## config.mk

```make
export PLATFORM = sky130hd
export DESIGN_NAME = imem_loader
export DESIGN_NICKNAME = d
export VERILOG_FILES = /design/src/rtl/imem_loader.sv
export SDC_FILE = /design/constraint.sdc
export NUM_CORES = 1
export LEC_CHECK = 0
export ABC_AREA = 1
export BUFFER_PORTS_ARGS = -buffer_cell sky130_fd_sc_hd__buf_2
export CAP_MARGIN = 10
export CORE_ASPECT_RATIO = 0.75
export CORE_UTILIZATION = 47
export CTS_CLUSTER_SIZE = 8
export DETAILED_ROUTE_END_ITERATION = 8
export PLACE_DENSITY = 0.81
export SYNTH_ARGS = -nofsm -noshare
export SYNTH_HDL_FRONTEND = slang
export SYNTH_SLANG_ARGS = --single-unit
```

## constraint.sdc

```tcl
create_clock -name clk -period 2.8 [get_ports clk]
set_input_delay 0.7 -clock clk [delete_from_list [all_inputs] [get_ports clk]]
set_output_delay 0.7 -clock clk [all_outputs]
set_load 0.02 [all_outputs]
```

## src/rtl/imem_loader.sv

```systemverilog
// imem_loader: assembles a big-endian byte stream into 32-bit instruction
// words and writes them to the instruction RAM at sequential addresses,
// holding the CPU in reset while a program is loaded.
//
// Optional feature macro: IMEM_LOADER_CHECKSUM_EN
//   defined   -> checksum accumulates the XOR of every written word
//   undefined -> checksum is tied to zero
//
// Ports:
//   clk           system clock, all state on rising edge
//   reset         asynchronous, active-high reset
//   start         one-cycle pulse, begins a load of n_words words
//   n_words       word count latched on start (0 = no load, >2**AW clamps)
//   in_data       stream byte, MSB byte of each word first
//   in_valid      in_data valid
//   in_ready      loader accepts a byte this cycle
//   we/wa/wd      instruction RAM write port (we pulses once per word)
//   cpu_hold      high while a load is in progress
//   done          load finished, sticky until next start or reset
//   words_written words written in the current/last load
//   checksum      XOR of all written words (see macro above)
module imem_loader #(
   parameter int unsigned AW = 6,
   parameter int unsigned DW = 32
) (
   input  logic          clk,
   input  logic          reset,
   input  logic          start,
   input  logic [AW:0]   n_words,
   input  logic [7:0]    in_data,
   input  logic          in_valid,
   output logic          in_ready,
   output logic          we,
   output logic [AW-1:0] wa,
   output logic [DW-1:0] wd,
   output logic          cpu_hold,
   output logic          done,
   output logic [AW:0]   words_written,
   output logic [DW-1:0] checksum
);

   typedef enum logic [1:0] {
      S_IDLE,
      S_LOAD,
      S_WRITE,
      S_DONE
   } state_t;

   localparam logic [AW:0] MAX_WORDS = {1'b1, {AW{1'b0}}};

   state_t        r_state;
   state_t        w_next;
   logic [AW:0]   r_target;
   logic [AW:0]   r_words;
   logic [1:0]    r_byte_cnt;
   logic [23:0]   r_shift;
   logic [AW-1:0] r_wa;
   logic [DW-1:0] r_wd;

   logic          w_accept;
   logic          w_start_ok;
   logic          w_last_word;
   logic [AW:0]   w_clamped;

   assign w_clamped   = (n_words > MAX_WORDS) ? MAX_WORDS : n_words;
   assign w_accept    = (r_state == S_LOAD) && in_valid;
   assign w_start_ok  = start && ((r_state == S_IDLE) || (r_state == S_DONE));
   assign w_last_word = ((r_words + (AW+1)'(1)) == r_target);

   // State register
   always_ff @(posedge clk or posedge reset) begin
      if (reset) begin
         r_state <= S_IDLE;
      end else begin
         r_state <= w_next;
      end
   end

   // Next state and state-decoded outputs
   always_comb begin
      w_next   = r_state;
      in_ready = 1'b0;
      we       = 1'b0;
      cpu_hold = 1'b0;
      done     = 1'b0;
      case (r_state)
         S_IDLE, S_DONE: begin
            done = (r_state == S_DONE);
            if (start) begin
               w_next = (w_clamped == '0) ? S_DONE : S_LOAD;
            end
         end
         S_LOAD: begin
            in_ready = 1'b1;
            cpu_hold = 1'b1;
            if (w_accept && (r_byte_cnt == 2'd3)) begin
               w_next = S_WRITE;
            end
         end
         S_WRITE: begin
            we       = 1'b1;
            cpu_hold = 1'b1;
            w_next   = w_last_word ? S_DONE : S_LOAD;
         end
         default: w_next = S_IDLE;
      endcase
   end

   // Datapath: byte assembly, address and word counters
   always_ff @(posedge clk or posedge reset) begin
      if (reset) begin
         r_target   <= '0;
         r_words    <= '0;
         r_byte_cnt <= '0;
         r_shift    <= '0;
         r_wa       <= '0;
         r_wd       <= '0;
      end else begin
         if (w_start_ok) begin
            r_target   <= w_clamped;
            r_words    <= '0;
            r_byte_cnt <= '0;
            r_wa       <= '0;
         end
         if (w_accept) begin
            r_shift    <= {r_shift[15:0], in_data};
            r_byte_cnt <= r_byte_cnt + 2'd1;
            // Capture the full word as the 4th byte arrives so wd is
            // valid during the following WRITE cycle and held afterwards.
            if (r_byte_cnt == 2'd3) begin
               r_wd <= {r_shift, in_data};
            end
         end
         if (r_state == S_WRITE) begin
            r_wa    <= r_wa + 1'b1;
            r_words <= r_words + 1'b1;
         end
      end
   end

   assign wa            = r_wa;
   assign wd            = r_wd;
   assign words_written = r_words;

`ifdef IMEM_LOADER_CHECKSUM_EN
   logic [DW-1:0] r_checksum;

   always_ff @(posedge clk or posedge reset) begin
      if (reset) begin
         r_checksum <= '0;
      end else if (w_start_ok) begin
         r_checksum <= '0;
      end else if (r_state == S_WRITE) begin
         r_checksum <= r_checksum ^ r_wd;
      end
   end

   assign checksum = r_checksum;
`else
   assign checksum = '0;
`endif

endmodule

```

### After elaboration in Yosys (flattened, before gate mapping)

Index checks and enable logic that the tools add are counted.

| storage, ports and cells | value |
|---|---|
| output and inout bits | 81 |
| register bits after elaboration | 80 |
| logic and storage cells | 46 |

| operators by class | value |
|---|---|
| order comparisons | 1 |
| reductions and logical operators | 12 |
| eq/ne operators | 7 |
| add/sub/neg operators | 3 |
| mux-type cells | 16 |

Operators with widths:

| operator | count |
|---|---|
| $mux W7 | 3 |
| $mux W2 | 6 |
| $mux W6 | 2 |
| $add A7 B1 Y7 const B | 1 |
| $eq A7 B7 Y1 | 1 |
| $gt A7 B7 Y1 const B | 1 |
| $logic_not A7 Y1 | 1 |
| $add A6 B1 Y6 const B | 1 |
| $eq A2 B2 Y1 const B | 3 |
| $pmux W2 S3 | 1 |
| $mux W1 | 4 |
| $reduce_and A2 Y1 | 2 |
| $reduce_bool A2 Y1 | 2 |
| $reduce_or A2 Y1 | 2 |
| $logic_and A1 B1 Y1 | 3 |
| $add A2 B1 Y2 const B | 1 |
| $eq A2 B1 Y1 const B | 1 |
| $logic_not A2 Y1 | 1 |
| $ne A2 B1 Y1 const B | 1 |
| $ne A2 B2 Y1 const B | 1 |
| $logic_or A1 B1 Y1 | 1 |

### Longest topological paths before layout

| depth | value |
|---|---|
| depth after elaboration | 6 |
| depth in mapped cells | 13 |

### Worst setup path after synthesis

OpenSTA, ideal clock, no wires.

| timing path | value |
|---|---|
| kind | register -> register |
| start | register r_state[1] |
| end | register r_wd[0], in the netlist wd[0] |
| cell stages (with the launch flop) | 10 |
| arrival time | 1546 ps |
| setup time | 131 ps |
| period minus slack after synthesis | 1676 ps |
| path slack | 1124 ps |
| data required time | 2669 ps |
| cells stage by stage | dfrtp_1 inv_1 ha_1 nand2_1 inv_2 nand2_1 buf_2 buf_2 nand2_1 o21ai_0 |

| between the ends | value |
|---|---|
| cells in the longest elaborated chain, start to end | 3 |

RTL lines:

| item | line | RTL |
|---|---|---|
| start: declaration | 51 | `state_t r_state;` |
| start signal: assignment | 75 | `r_state <= w_next;` |
| $eq A2 B1 Y1 | 66 | `assign w_accept = (r_state == S_LOAD) && in_valid;` |
| $logic_and A1 B1 Y1 | 66 |  |
| $reduce_and A2 Y1 (no line) | n/a |  |
| end signal: assignment | 131 | `r_wd <= {r_shift, in_data};` |
| end: declaration | 58 | `logic [DW-1:0] r_wd;` |

No other way between the ends.
A chain may end at the register's enable or synchronous reset.

### Worst setup path in the final report

| timing path | value |
|---|---|
| start | register r_state[0] |
| end | output we |

| between the ends | value |
|---|---|
| cells in the longest elaborated chain, start to end | 2 |

RTL lines:

| item | line | RTL |
|---|---|---|
| $eq A2 B2 Y1 | 86 | `case (r_state)` |
| $mux W1 | 86 |  |
| end: declaration | 33 | `output logic we,` |

No other way between the ends.

==> results.tsv <==
stage	metric	value	unit
run_status	status	finished, final reports clean	
placement	dp_hpwl	4950	um
final_layout	nets	493	
pwr	p_seq_frac	0.420	
critical_path	cpLargestDelayFamily	flip-flops	
synthesis	ys_seq_area_frac	0.554	
timing	relSlewSlack	0.602	
global_routing	antenna_found_initial	0	
critical_path	critical_path_buf_inv_count	2	
detailed_routing	wire_per_inst	11.8	um
final_layout	multiInputGateArea	1230	sq um
placement	dpl_cell_area	3940	sq um
synthesis	netlist_area	3610	sq um
floorplanning	num_rows	27	
synthesis	yosysTopAreaCellShare	0.554	
floorplanning	core	7400	sq um
clock_network	post_cts_buffers	0	
min_path	hold_class	in2async	
detailed_routing	route.antenna.remaining_nets	0	
timing	post-route-min-period	2170	ps
synthesis	async_flop_share	1.00	
synthesis	yosys_warnings	0	
timing	hold_viol	0	
final_layout	area_growth	15.3	%
timing	fmax	460	MHz
pwr	p_leak	0.00227	uW
clock_network	worstSkewPairLatency	330	ps
clock_network	cts.path.max_buffers	2	
clock_network	cts_sinks	80	
critical_path	path_max_fanout	9	
timing	finClkSkew	9.22	ps
critical_path	start_kind	flip-flop	
synthesis	yosysMostFrequentCell	nand2_1	
timing	setup_violations	0	
critical_path	crit_slowest_cell	dfrtp_1	
floorplanning	die_y	77.9	um
pwr	peakVddDrop	807	uV
synthesis	synth_ff_type	dfrtp_1	
global_routing	grt_pass1_vias	2518	
detailed_routing	drt-pass1-iter-count	4	
pwr	p_sw	1730	uW
detailed_routing	route.detailed.drc	0	
pwr	sw_frac_of_total	0.400	
placement	gp_congestion	0.833	
timing	drv_slew	0	
floorplanning	dieArea	8040	sq um
synthesis	syn_inst	399	
timing	fin_crit_sh	0.776	
synthesis	synth_top_area_cell	dfrtp_1	
critical_path	end_kind	output port	
critical_path	worstPathCellList	inv_1, ha_1, buf_2	
clock_network	cts_root_buf	clkbuf_8	
clock_network	cts.reportedPaths.clkPinSlew	80	ps
final_layout	final_cell_area	4170	sq um
timing	tightest_slew	595	ps
job	drv_cap	0	
synthesis	synthTopCellsByCount	91 x nand2_1, 80 x dfrtp_1, 53 x inv_1	
synthesis	synth_edf_count	0	
critical_path	cp.arrival	1470	ps
synthesis	avgSynthCellArea	9.05	sq um
global_routing	grt_max_degree	65	
clock_network	cts_hold_buf	0	
final_layout	fillers	665	
floorplanning	dieWidth	103	um
clock_network	cts_tree	yes	
clock_network	cts_resized	0	
floorplanning	ios	100	
synthesis	ys_seq_elements	80	
critical_path	path_class	reg2out	
final_layout	ff_latch_area	2000	sq um
timing	final.setup.tns	0	ps
placement	io_buffers	67	
detailed_routing	wirelength	6740	um
final_layout	diodes	0	
pwr	cellPowerDensity	1040	nW/um^2
detailed_routing	via_count	2642	
critical_path	required	2100	ps
critical_path	reg2reg_from	r_state[0]	
floorplanning	start_util	0.488	
pwr	combPwrFrac	0.362	
critical_path	critPathLaunch	r_state[0]	
clock_network	cts.htree.levels	3	
synthesis	synthTopCellsByArea	dfrtp_1 55%, nand2_1 9.5%, buf_4 6.7%, o21ai_0 6.1%, inv_1 5.5%	
global_routing	grt-ovfl-total	0	
final_layout	final_util	0.563	
detailed_routing	drt_iter0_drc	106	
global_routing	grt_pass1_wl	11300	um
global_routing	grt_usage	0.181	
timing	rsz0062_at_grt	no	
detailed_routing	viasPerCell	4.61	
clock_network	cts_made_buffers	9	
pwr	p_int	2590	uW
pwr	clkPwrFrac	0.218	
synthesis	ys_types	26	
final_layout	drive_gt1_frac	0.218	
critical_path	cpPeakStageDelay	440	ps
## sequential cells by signal, indices dropped and copies added (netlist names)
| signal | flops |
|---|---|
| wa | 6 |
| words_written | 7 |
| r_target | 7 |
| wd | 32 |
| r_byte_cnt | 2 |
| r_state | 2 |
| r_shift | 24 |
## layout make-up
class                   count  share of cell area
clock buffers               9              0.0297
well taps                 101              0.0303
clock inverters             7              0.0246
repair buffers             71              0.0907
multi-input cells         251               0.295
flip-flops and latches     80               0.481
inverters                  54              0.0490
## worst paths after layout
path | cells after the start | slack (ps) | end
setup reg to reg | 12 | 880 | r_state[1]
max in group asynchronous | 3 | 1870 | r_shift[23]
min in group clk | 2 | 490 | r_shift[12]
hold / removal | 2 | 310 | words_written[1]
hold reg to reg | 2 | 490 | r_shift[12]
setup / recovery | 3 | 630 | we
## metal layers
metal / wire [um] / GRT usage
met1: 3360 / 0.255
met2: 2990 / 0.280
met3: 333 / 0.0378
met4: 58 / 0.0577
met5: 0 / 0
## per-stage QoR
step	worst slack [ps]	instances	total power [uW]	hold WS (ps)
floorplan	48.3	430	2940	449
detailed placement	828	557	3400	473
global route	538	573	4640	312
CTS	599	573	4350	301
global placement	902	557	3330	465
finish	626	573	4320	309
## worst reg2reg max path, delay by kind of cell (launching register included)
family / cells / cell delay [ps]
AOI/OAI and AO/OA: 1 / 120
adders and majority gates: 1 / 390
buffers and inverters: 1 / 80
DFF: 1 / 440
and+or+nand+nor: 9 / 840
## cell usage in the layout (no fill, tap or decap), types with 3 or more instances in the layout
cell      instances
clkbuf_8          9
nor2_1           11
mux2_2            8
inv_1            52
buf_4             3
a21oi_1           4
conb_1           32
o21ai_0          44
ha_1              7
buf_2            67
o21ai_1          17
nand3_1          19
o22ai_1           7
dfrtp_1          80
nand2_2           4
nand2_1          90
## cells by family (layout without fill, tap and decap cells)
logic type,count (synthesis),count (layout),share of synthesized area
buf+inv,99,141,0.139
compound gates,74,74,0.107
simple gates,128,128,0.145
mux,8,8,0.0249
flops,80,80,0.554
other cells,1,32,0.00104
xor+xnor,2,2,0.00485
fa+ha+maj,7,7,0.0242
## power by group through the flow
stage	clock network [uW]	logic [uW]	registers, uW
detailed placement	0	1570	1830
floorplan	0	905	2030
global placement	0	1510	1820
global route	1010	1760	1870
finish	941	1560	1810
CTS	965	1570	1810
(Power assumes the default switching activity.)
